**src/rtl/cpu_ctrl_v2_if.sv**
```systemverilog
// Instruction handshake and datapath strobe bundle for cpu_ctrl_v2.
// The master modport is the controller; the slave modport is the datapath/fetch side.
interface cpu_ctrl_v2_if #(
    parameter int unsigned DATA_W    = 16,
    parameter int unsigned REG_COUNT = 8
);
    logic                 run;
    logic                 inst_valid;
    logic                 inst_ready;
    logic [15:0]          d_inst;
    logic                 ls_done;
    logic [2:0]           flags;
    logic [3:0]           mux_sel;
    logic [2:0]           sel;
    logic                 en_s;
    logic                 en_c;
    logic                 sel_reg_c;
    logic [1:0]           en_ls;
    logic [REG_COUNT-1:0] en;
    logic [DATA_W-1:0]    im_d;
    logic [DATA_W-1:0]    br_off;
    logic                 pc_inc;
    logic                 pc_load;
    logic                 done;
    logic                 err;

    modport master (
        input  run, inst_valid, d_inst, ls_done, flags,
        output inst_ready, mux_sel, sel, en_s, en_c, sel_reg_c, en_ls, en,
               im_d, br_off, pc_inc, pc_load, done, err
    );

    modport slave (
        output run, inst_valid, d_inst, ls_done, flags,
        input  inst_ready, mux_sel, sel, en_s, en_c, sel_reg_c, en_ls, en,
               im_d, br_off, pc_inc, pc_load, done, err
    );
endinterface

```
**src/rtl/cpu_ctrl_v2.sv**
```systemverilog
// Second-generation bitty control sequencer: latches one instruction per
// handshake and steps the datapath strobes through OP1/EXEC/LSW/BR/WB.
module cpu_ctrl_v2 #(
    parameter int unsigned DATA_W       = 16,
    parameter int unsigned REG_COUNT    = 8,
    parameter int unsigned SIGN_EXT_IMM = 0,
    parameter int unsigned LS_TIMEOUT   = 255
) (
    input logic           clk,
    input logic           reset,
    cpu_ctrl_v2_if.master bus
);
    // Counter only has to reach LS_TIMEOUT-1 before the timeout fires.
    localparam int unsigned CNT_W = (LS_TIMEOUT < 2) ? 1 : $clog2(LS_TIMEOUT);
    localparam logic [CNT_W-1:0] TMO_LAST = CNT_W'((LS_TIMEOUT == 0) ? 0 : LS_TIMEOUT - 1);

    typedef enum logic [2:0] {IDLE, OP1, EXEC, LSW, BR, WB} state_t;

    state_t           state, state_nx;
    logic [15:0]      ir;
    logic [CNT_W-1:0] cnt, cnt_nx;
    logic             fault, fault_nx;

    logic [1:0] fmt;
    logic [2:0] rd, rs, op;
    logic       ls_flag;
    logic [7:0] imm8;
    logic       illegal;
    logic       taken;

    assign fmt     = ir[1:0];
    assign rd      = ir[15:13];
    assign rs      = ir[12:10];
    assign op      = ir[4:2];
    assign ls_flag = ir[2];
    assign imm8    = ir[12:5];

    assign illegal = (32'(rd) >= REG_COUNT) || ((fmt != 2'b01) && (32'(rs) >= REG_COUNT));

    always_comb begin
        if (SIGN_EXT_IMM != 0)
            bus.im_d = {{(DATA_W-8){imm8[7]}}, imm8};
        else
            bus.im_d = {{(DATA_W-8){1'b0}}, imm8};
        bus.br_off = {{(DATA_W-8){imm8[7]}}, imm8};
    end

    // flags = {carry, neg, zero}
    always_comb begin
        case (rd)
            3'd0:    taken = 1'b1;
            3'd1:    taken = bus.flags[0];
            3'd2:    taken = !bus.flags[0];
            3'd3:    taken = bus.flags[1];
            3'd4:    taken = !bus.flags[1];
            3'd5:    taken = bus.flags[2];
            3'd6:    taken = !bus.flags[2];
            default: taken = 1'b0;
        endcase
    end

    always_ff @(posedge clk) begin
        if (reset) begin
            state <= IDLE;
            ir    <= '0;
            cnt   <= '0;
            fault <= 1'b0;
        end else begin
            state <= state_nx;
            cnt   <= cnt_nx;
            fault <= fault_nx;
            if (state == IDLE && bus.run && bus.inst_valid)
                ir <= bus.d_inst;
        end
    end

    always_comb begin
        state_nx      = state;
        cnt_nx        = cnt;
        fault_nx      = fault;
        bus.inst_ready = 1'b0;
        bus.mux_sel   = 4'b1001;
        bus.sel       = '0;
        bus.en_s      = 1'b0;
        bus.en_c      = 1'b0;
        bus.sel_reg_c = 1'b0;
        bus.en_ls     = 2'b00;
        bus.en        = '0;
        bus.pc_inc    = 1'b0;
        bus.pc_load   = 1'b0;
        bus.done      = 1'b0;
        bus.err       = 1'b0;
        case (state)
            IDLE: begin
                bus.inst_ready = 1'b1;
                fault_nx       = 1'b0;
                if (bus.run && bus.inst_valid)
                    state_nx = (bus.d_inst[1:0] == 2'b10) ? BR : OP1;
            end
            OP1: begin
                bus.mux_sel = {1'b0, rd};
                if (illegal) begin
                    fault_nx = 1'b1;
                    state_nx = WB;
                end else begin
                    bus.en_s = 1'b1;
                    state_nx = (fmt == 2'b11) ? LSW : EXEC;
                end
            end
            EXEC: begin
                bus.mux_sel = (fmt == 2'b00) ? {1'b0, rs} : 4'b1000;
                bus.sel     = op;
                bus.en_c    = 1'b1;
                state_nx    = WB;
            end
            LSW: begin
                bus.mux_sel   = {1'b0, rs};
                bus.en_ls     = ls_flag ? 2'b10 : 2'b01;
                bus.sel_reg_c = 1'b1;
                cnt_nx        = cnt + 1'b1;
                // ls_done takes priority over a coinciding timeout
                if (bus.ls_done) begin
                    bus.en_c = 1'b1;
                    state_nx = WB;
                end else if (LS_TIMEOUT != 0 && cnt == TMO_LAST) begin
                    fault_nx = 1'b1;
                    state_nx = WB;
                end
            end
            BR: begin
                bus.pc_load = taken;
                bus.pc_inc  = !taken;
                bus.done    = 1'b1;
                state_nx    = IDLE;
            end
            WB: begin
                bus.done   = 1'b1;
                bus.pc_inc = 1'b1;
                bus.err    = fault;
                if (!fault && !(fmt == 2'b11 && ls_flag))
                    for (int unsigned i = 0; i < REG_COUNT; i++)
                        bus.en[i] = (32'(rd) == i);
                cnt_nx   = '0;
                fault_nx = 1'b0;
                state_nx = IDLE;
            end
            default: state_nx = IDLE;
        endcase
    end
endmodule

```
**src/flat_wrapper.sv**
```systemverilog
// flat-port wrapper written by rule: the top's interface ports become plain ports
module cpu_ctrl_v2_flat 
#(
    parameter int unsigned DATA_W       = 16,
    parameter int unsigned REG_COUNT    = 8,
    parameter int unsigned SIGN_EXT_IMM = 0,
    parameter int unsigned LS_TIMEOUT   = 255
)
  (clk, reset, bus_run, bus_inst_valid, bus_d_inst, bus_ls_done, bus_flags, bus_inst_ready, bus_mux_sel, bus_sel, bus_en_s, bus_en_c, bus_sel_reg_c, bus_en_ls, bus_en, bus_im_d, bus_br_off, bus_pc_inc, bus_pc_load, bus_done, bus_err);
  cpu_ctrl_v2_if #(.DATA_W(DATA_W), .REG_COUNT(REG_COUNT)) bus_i ();
  input logic clk;
  input logic reset;
  input wire logic [$bits(bus_i.run)-1:0] bus_run;
  input wire logic [$bits(bus_i.inst_valid)-1:0] bus_inst_valid;
  input wire logic [$bits(bus_i.d_inst)-1:0] bus_d_inst;
  input wire logic [$bits(bus_i.ls_done)-1:0] bus_ls_done;
  input wire logic [$bits(bus_i.flags)-1:0] bus_flags;
  output wire logic [$bits(bus_i.inst_ready)-1:0] bus_inst_ready;
  output wire logic [$bits(bus_i.mux_sel)-1:0] bus_mux_sel;
  output wire logic [$bits(bus_i.sel)-1:0] bus_sel;
  output wire logic [$bits(bus_i.en_s)-1:0] bus_en_s;
  output wire logic [$bits(bus_i.en_c)-1:0] bus_en_c;
  output wire logic [$bits(bus_i.sel_reg_c)-1:0] bus_sel_reg_c;
  output wire logic [$bits(bus_i.en_ls)-1:0] bus_en_ls;
  output wire logic [$bits(bus_i.en)-1:0] bus_en;
  output wire logic [$bits(bus_i.im_d)-1:0] bus_im_d;
  output wire logic [$bits(bus_i.br_off)-1:0] bus_br_off;
  output wire logic [$bits(bus_i.pc_inc)-1:0] bus_pc_inc;
  output wire logic [$bits(bus_i.pc_load)-1:0] bus_pc_load;
  output wire logic [$bits(bus_i.done)-1:0] bus_done;
  output wire logic [$bits(bus_i.err)-1:0] bus_err;
  assign bus_i.run = bus_run;
  assign bus_i.inst_valid = bus_inst_valid;
  assign bus_i.d_inst = bus_d_inst;
  assign bus_i.ls_done = bus_ls_done;
  assign bus_i.flags = bus_flags;
  assign bus_inst_ready = bus_i.inst_ready;
  assign bus_mux_sel = bus_i.mux_sel;
  assign bus_sel = bus_i.sel;
  assign bus_en_s = bus_i.en_s;
  assign bus_en_c = bus_i.en_c;
  assign bus_sel_reg_c = bus_i.sel_reg_c;
  assign bus_en_ls = bus_i.en_ls;
  assign bus_en = bus_i.en;
  assign bus_im_d = bus_i.im_d;
  assign bus_br_off = bus_i.br_off;
  assign bus_pc_inc = bus_i.pc_inc;
  assign bus_pc_load = bus_i.pc_load;
  assign bus_done = bus_i.done;
  assign bus_err = bus_i.err;
  cpu_ctrl_v2 #(.DATA_W(DATA_W), .REG_COUNT(REG_COUNT), .SIGN_EXT_IMM(SIGN_EXT_IMM), .LS_TIMEOUT(LS_TIMEOUT)) u_core (.clk(clk), .reset(reset), .bus(bus_i));
endmodule
```
**config.mk**
```make
export PLATFORM = sky130hd
export DESIGN_NAME = cpu_ctrl_v2_flat
export DESIGN_NICKNAME = d
export VERILOG_FILES = /design/src/rtl/cpu_ctrl_v2_if.sv /design/src/rtl/cpu_ctrl_v2.sv /design/src/flat_wrapper.sv
export SDC_FILE = /design/constraint.sdc
export NUM_CORES = 1
export LEC_CHECK = 0
export ABC_AREA = 1
export BUFFER_PORTS_ARGS = -buffer_cell sky130_fd_sc_hd__buf_2
export CORE_ASPECT_RATIO = 1.2
export CORE_MARGIN = 2
export CORE_UTILIZATION = 45
export DETAILED_ROUTE_END_ITERATION = 16
export PLACE_DENSITY = 0.87
export SYNTH_ARGS = -nofsm -noshare
export SYNTH_HDL_FRONTEND = slang
export SYNTH_SLANG_ARGS = --single-unit
```
**constraint.sdc**
```tcl
create_clock -name clk -period 2.1 [get_ports clk]
set_input_delay 0.21 -clock clk [delete_from_list [all_inputs] [get_ports clk]]
set_output_delay 0.21 -clock clk [all_outputs]
set_load 0.01 [all_outputs]
```
==> impl_metrics.json, run 1 <==
{
  "required_ps": 1890,
  "synth_cell_types": 29,
  "intPower_w": 0.0009760,
  "worstPathCellList": "nand3_4 -> inv_2 -> o211ai_2 -> nor3_1 -> buf_2",
  "syn2layout_area_growth_pct": 12.90,
  "htree_levels": 1,
  "path_class": "register to output pin",
  "cp_slowest_cell": "dfxtp_1",
  "setup_viol": 0,
  "first_iter_violations": 99,
  "path_clk_slew_ps": 100,
  "mostFrequentLayoutCell": "buf_2",
  "antenna_found_initial": 0,
  "crit_family": "flip-flops",
  "final_util_pct": 52.23,
  "powerDensity_nw_per_um2": 717.1,
  "antenna_left": 0,
  "port_buffers": 72,
  "io_pins": 81,
  "finalHoldViolations": 0,
  "ys_seq_area_share_pct": 31.24,
  "cts.repair.resized": 0,
  "numCtsBuffers": 3,
  "vias": 1737,
  "globalplace.congestion": 0.8868,
  "cp-end-kind": "output pin",
  "start_kind": "register",
  "clock_sinks": 28,
  "clk_latency_ps": 270,
  "drt_first_pass_iters": 4,
  "routed_via_density": 4.785,
  "critical_path_buf_inv_count": 2,
  "critPathMaxStageDelay_ps": 500,
  "p_seq_share_pct": 43.0,
  "hpwl_um": 3192,
  "fmax_mhz": 566.1,
  "die_w_um": 61.64,
  "ctsRootBufferMaster": "clkbuf_8",
  "postCtsSetupRepairBufs": 0,
  "status": "complete, no violations",
  "drt_wl_total_um": 4093,
  "final_cells": 363,
  "clock_power_share_pct": 29.3,
  "worst_pin_slew_ps": 620.1,
  "hold_path_class": "input port to register",
  "grt_max_degree": 33,
  "avgSynthCellArea_sq_um": 6.771,
  "yosysWarningCount": 0,
  "initial_core_util_pct": 46.26,
  "setup_tns_ps": 0,
  "num_rows": 25,
  "cap_violations": 0,
  "grt_first_pass_wirelength_um": 6437,
  "vdd_drop_max_uv": 305.0,
  "final_cell_mix": "buf_2 (72), nand2_1 (40), nor2_1 (36)",
  "netSwitchingPower_w": 0.0004766,
  "clockBufferDepth": 2,
  "n_fill_cell": 408,
  "total_power_w": 0.001453,
  "nets": 336,
  "drive_gt1_share_pct": 29.77,
  "post_synth_instance_area_sq_um": 1794,
  "cp.arrival_ps": 1560,
  "antennaDiodeCount": 0,
  "slew_violations": 0,
  "clock_skew_ps": 2.406,
  "grt_pass1_vias": 1510,
  "fp.dieH_um": 73.17,
  "synthCells": 265,
  "hold_buffers": 0,
  "p_sw_share_pct": 32.81,
  "drcViolationCount": 0,
  "track_usage_pct": 18.47,
  "fin_crit_sh_pct": 84.12,
  "slew_headroom_pct": 58.61,
  "power_frac_comb_pct": 27.7,
  "dieArea_sq_um": 4510,
  "core-area_sq_um": 3879,
  "leakagePower_nw": 0.9908,
  "rsz0062_at_grt": "false",
  "placed_cells": 359,
  "wire_per_inst_um": 11.28,
  "cp_max_fo": 9,
  "cts_tree": "built",
  "ys_ff_latch": 28,
  "finalCriticalPeriod_ps": 1767,
  "grt-ovfl-total": 0
}
==> cells by family (layout without fill, tap and decap cells) <==
group | after synthesis | count (layout) | share of synthesized area [%]
fa+ha+maj | 2 | 2 | 1.394
simple gates | 103 | 103 | 26.43
flops | 28 | 28 | 31.24
compound gates | 55 | 55 | 16.60
buf+inv | 76 | 113 | 24.13
other cells | 1 | 8 | 0.2090
==> area by class of cell <==
cell class / instances / area, sq um / share of cell area (%)
Timing Repair Buffer: 72 / 360.3 / 17.79
Inverter: 37 / 138.9 / 6.856
Tap cell: 54 / 67.56 / 3.335
Multi-Input combinational cell: 168 / 827.0 / 40.83
Clock buffer: 3 / 41.29 / 2.038
Sequential cell: 28 / 560.5 / 27.67
Clock inverter: 1 / 30.03 / 1.482
==> sequential cells by signal, summed over array words and instances (netlist names) <==
signal and count:
u_core.cnt 8, u_core.fault 1, u_core.ir 16, u_core.state 3
==> worst paths after layout <==
| path | start | cells past startpoint | slack (ps) | end |
|---|---|---|---|---|
| worst max-delay path | u_core.state[0] | 5 | 330 | bus_en[5] |
| worst min-delay path | reset | 2 | 190 | u_core.cnt[4] |
| worst max register to register | u_core.state[0] | 4 | 560 | u_core.ir[11] |
| worst min register to register | u_core.ir[7] | 2 | 460 | u_core.ir[7] |
==> metal layers <==
| layer | vias to the layer above | wire length [um] | global-route usage (%) |
|---|---|---|---|
| met3 | 8 | 252 | 1.596 |
| met5 | - | 0 | 0 |
| met1 | 774 | 1699 | 21.24 |
| met4 | 0 | 85 | 6.856 |
| li1 | 889 | - | - |
| met2 | 66 | 2054 | 34.04 |
==> synth_stat cells <==
cell       n  area, sq um
clkbuf_1   2        7.510
dfxtp_1   28        560.5
nand4_1    1        6.260
nand2_1   40        150.1
a21oi_2    1        8.760
o211ai_1   1        7.510
nor2_2     3        18.77
buf_6      3        33.78
buf_4     33        247.7
buf_2      1        5.000
nor2_1    36        135.1
inv_2      6        22.52
nand3_1   14        70.07
o21ai_0   14        70.07
conb_1     1        3.750
nand2_2    1        6.260
o21ai_1    9        45.04
nor3_2     1        10.01
o211ai_2   1        12.51
nand4_4    1        21.27
a21oi_1   24        120.1
or2_0      1        6.260
nand3_4    2        35.03
a22oi_1    1        7.510
o22ai_1    3        18.77
o21bai_1   1        7.510
nor3_1     3        15.01
ha_1       2        25.02
inv_1     31        116.4
==> power groups by stage <==
stage | sequential (W) | combinational [W] | clock (W)
floorplan | 0.000625 | 0.000349 | 0
finish | 0.000624 | 0.000403 | 0.000426
global placement | 0.000632 | 0.000393 | 0
global route | 0.000633 | 0.000450 | 0.000451
detailed placement | 0.000636 | 0.000400 | 0
CTS | 0.000624 | 0.000402 | 0.000426
==> through the flow <==
step / hold slack [ps] / setup WS [ps] / instance area, sq um
after floorplan: 279.1 / 777.9 / 1821
after global placement: 440.2 / 651.6 / 1954
after detailed placement: 446.6 / 586.2 / 1954
after CTS: 187.2 / 338.1 / 2026
after global routing: 193.2 / 213.9 / 2026
final: 186.5 / 333.4 / 2026
==> worst reg2reg max path: cells and delay by family, from the launching register on <==
family           cells  cell delay [ps]
AO/OA/AOI/OAI        2              370
flip-flops           1              400
AND/OR/NAND/NOR      2              640
(Power assumes the default switching activity.)
==> run 2, diff against run 1 <==
- clock period: 2.1 -> 1.8 ns (I/O delays scaled with it)
==> run 2 against run 1 <==
Sequential share of layout area barely moved. Critical endpoint is now bus_mux_sel[0]. Via count rose by 0.98%. Design area rose by 0.37%. Non-clock buffer count did not move. Register-to-register slack got worse by 190 ps. Count of clock-buffer cells in the layout did not move. Cell count did not move. Critical path type unchanged.
==> impl_metrics.json, run 2 (synthesized netlist as in run 1, its figures left out) <==
{
  "port_buffers": 72,
  "die_w_um": 61.64,
  "final_cell_mix": "buf_2 (72), nand2_1 (40), nor2_1 (35)",
  "drcViolationCount": 0,
  "setup_ws_ps": 99.59,
  "fin_crit_sh_pct": 94.47,
  "setup_viol": 0,
  "cp.arrival_ps": 1520,
  "met3_usage_pct": 3.191,
  "clock_skew_ps": 4.994,
  "required_ps": 1620,
  "met2_usage_pct": 33.45,
  "leakagePower_nw": 0.9907,
  "grt_first_pass_wirelength_um": 6320,
  "cp_slowest_cell": "dfxtp_1",
  "globalplace.congestion": 0.8643,
  "io_pins": 81,
  "postCtsSetupRepairBufs": 0,
  "netSwitchingPower_w": 0.0005658,
  "register_area_sq_um": 563.0,
  "antennaDiodeCount": 0,
  "clockBufferDepth": 2,
  "wire_per_inst_um": 11.01,
  "drt_wl_total_um": 3996,
  "drt_first_pass_iters": 4,
  "clk_latency_ps": 290,
  "largest_register": "u_core.ir",
  "worstPathCellList": "inv_2 -> nand3_4 -> inv_4 -> a21oi_2 -> o21ai_1 -> buf_2",
  "crit_family": "buffers and inverters",
  "fmax_mhz": 588.1,
  "dp_slack_ps": 321.8,
  "drive_gt1_share_pct": 30.74,
  "final_area_sq_um": 2033,
  "grt-busiest-layer": "met2",
  "vias": 1754,
  "worst_pin_slew_ps": 563.8,
  "cap_violations": 0,
  "cp_max_fo": 12,
  "setup_tns_ps": 0,
  "routed_via_density": 4.832,
  "finalHoldViolations": 0,
  "dieArea_sq_um": 4510,
  "multi_input_area_sq_um": 829.5,
  "hp-start": "reset",
  "startpoint": "u_core.state[2]",
  "finalCriticalPeriod_ps": 1700,
  "htree_levels": 1,
  "p_sw_share_pct": 33.13,
  "initial_core_util_pct": 46.26,
  "p_seq_share_pct": 42.7,
  "intPower_w": 0.001142,
  "slew_violations": 0,
  "reg_top3": "u_core.ir: 16 flops, u_core.cnt: 8 flops, u_core.state: 3 flops",
  "antenna_found_initial": 0,
  "rsz0062_at_grt": "true",
  "path_clk_slew_ps": 100,
  "critPathMaxStageDelay_ps": 360,
  "start_kind": "register",
  "cts_tree": "built",
  "powerDensity_nw_per_um2": 840.0,
  "hold_slack_ps": 138.7,
  "place_area_sq_um": 1954,
  "ctsRootBufferMaster": "clkbuf_8",
  "numCtsBuffers": 3,
  "nets": 336,
  "slew_headroom_pct": 62.37,
  "grt_max_degree": 33,
  "hold_path_class": "input port to register",
  "cp-end-kind": "output pin",
  "critical_path_buf_inv_count": 3,
  "largest_register_ffs": 16,
  "antenna_left": 0,
  "hold_buffers": 0,
  "grt-ovfl-total": 0,
  "hpwl_um": 3087,
  "first_iter_violations": 136,
  "mostFrequentLayoutCell": "buf_2",
  "clock_power_share_pct": 29.9,
  "track_usage_pct": 18.60,
  "grt_pass1_vias": 1470,
  "syn2layout_area_growth_pct": 13.32,
  "status": "complete, no violations",
  "n_fill_cell": 399,
  "met1_usage_pct": 21.33,
  "core-area_sq_um": 3879,
  "power_frac_comb_pct": 27.4,
  "num_rows": 25,
  "reg2reg_from": "u_core.state[0]",
  "vdd_drop_max_uv": 425.0,
  "path_class": "register to output pin",
  "fp.dieH_um": 73.17,
  "clock_sinks": 28
}
## run 2: cell counts in the layout (fill, tap and decap cells not counted)
Identical to the previous run, type by type.
## run 2: worst paths after layout
path / depth (start not counted) / to / slack [ps]
worst max-delay path: 6 / bus_mux_sel[0] / 100
worst min-delay path: 2 / u_core.state[1] / 140
worst max register to register: 4 / u_core.ir[15] / 370
worst min register to register: 2 / u_core.ir[7] / 460
## run 2: repair_timing
item / in CTS / in global routing
hold endpoints to repair: 0 / 0
endpoints found under the setup margin: 0 / 10
gates resized for setup: 0 / 5
## run 2: cell type report
type                            instances  share of cell area [%]
Multi-Input combinational cell        168                   40.80
Sequential cell                        28                   27.69
Timing Repair Buffer                   72                   17.72
Inverter                               37                   6.954
Tap cell                               54                   3.323
Clock buffer                            3                   2.031
Clock inverter                          1                   1.477
## run 2: stage by stage
step                power, W  utilization, %  std cells
finish              0.001708           52.42        363
global route        0.001802           52.42        363
CTS                 0.001704           52.23        363
detailed placement  0.001206           50.39        359
global placement    0.001196           50.39        359
floorplan           0.001137               -        272
## run 2: per-layer routing
layer | routed length, um | up-vias
met2 | 2047 | 61
met1 | 1656 | 792
met4 | 53 | 0
met5 | 0 | -
li1 | - | 897
met3 | 239 | 4
## run 2: power groups by stage
stage,combinational [W],sequential [W],clock [W]
after detailed placement,0.000465,0.000741,0
final,0.000468,0.000729,0.000511
after CTS,0.000468,0.000727,0.000509
after global placement,0.000458,0.000738,0
after global routing,0.000534,0.000737,0.000531
after floorplan,0.000407,0.000729,0
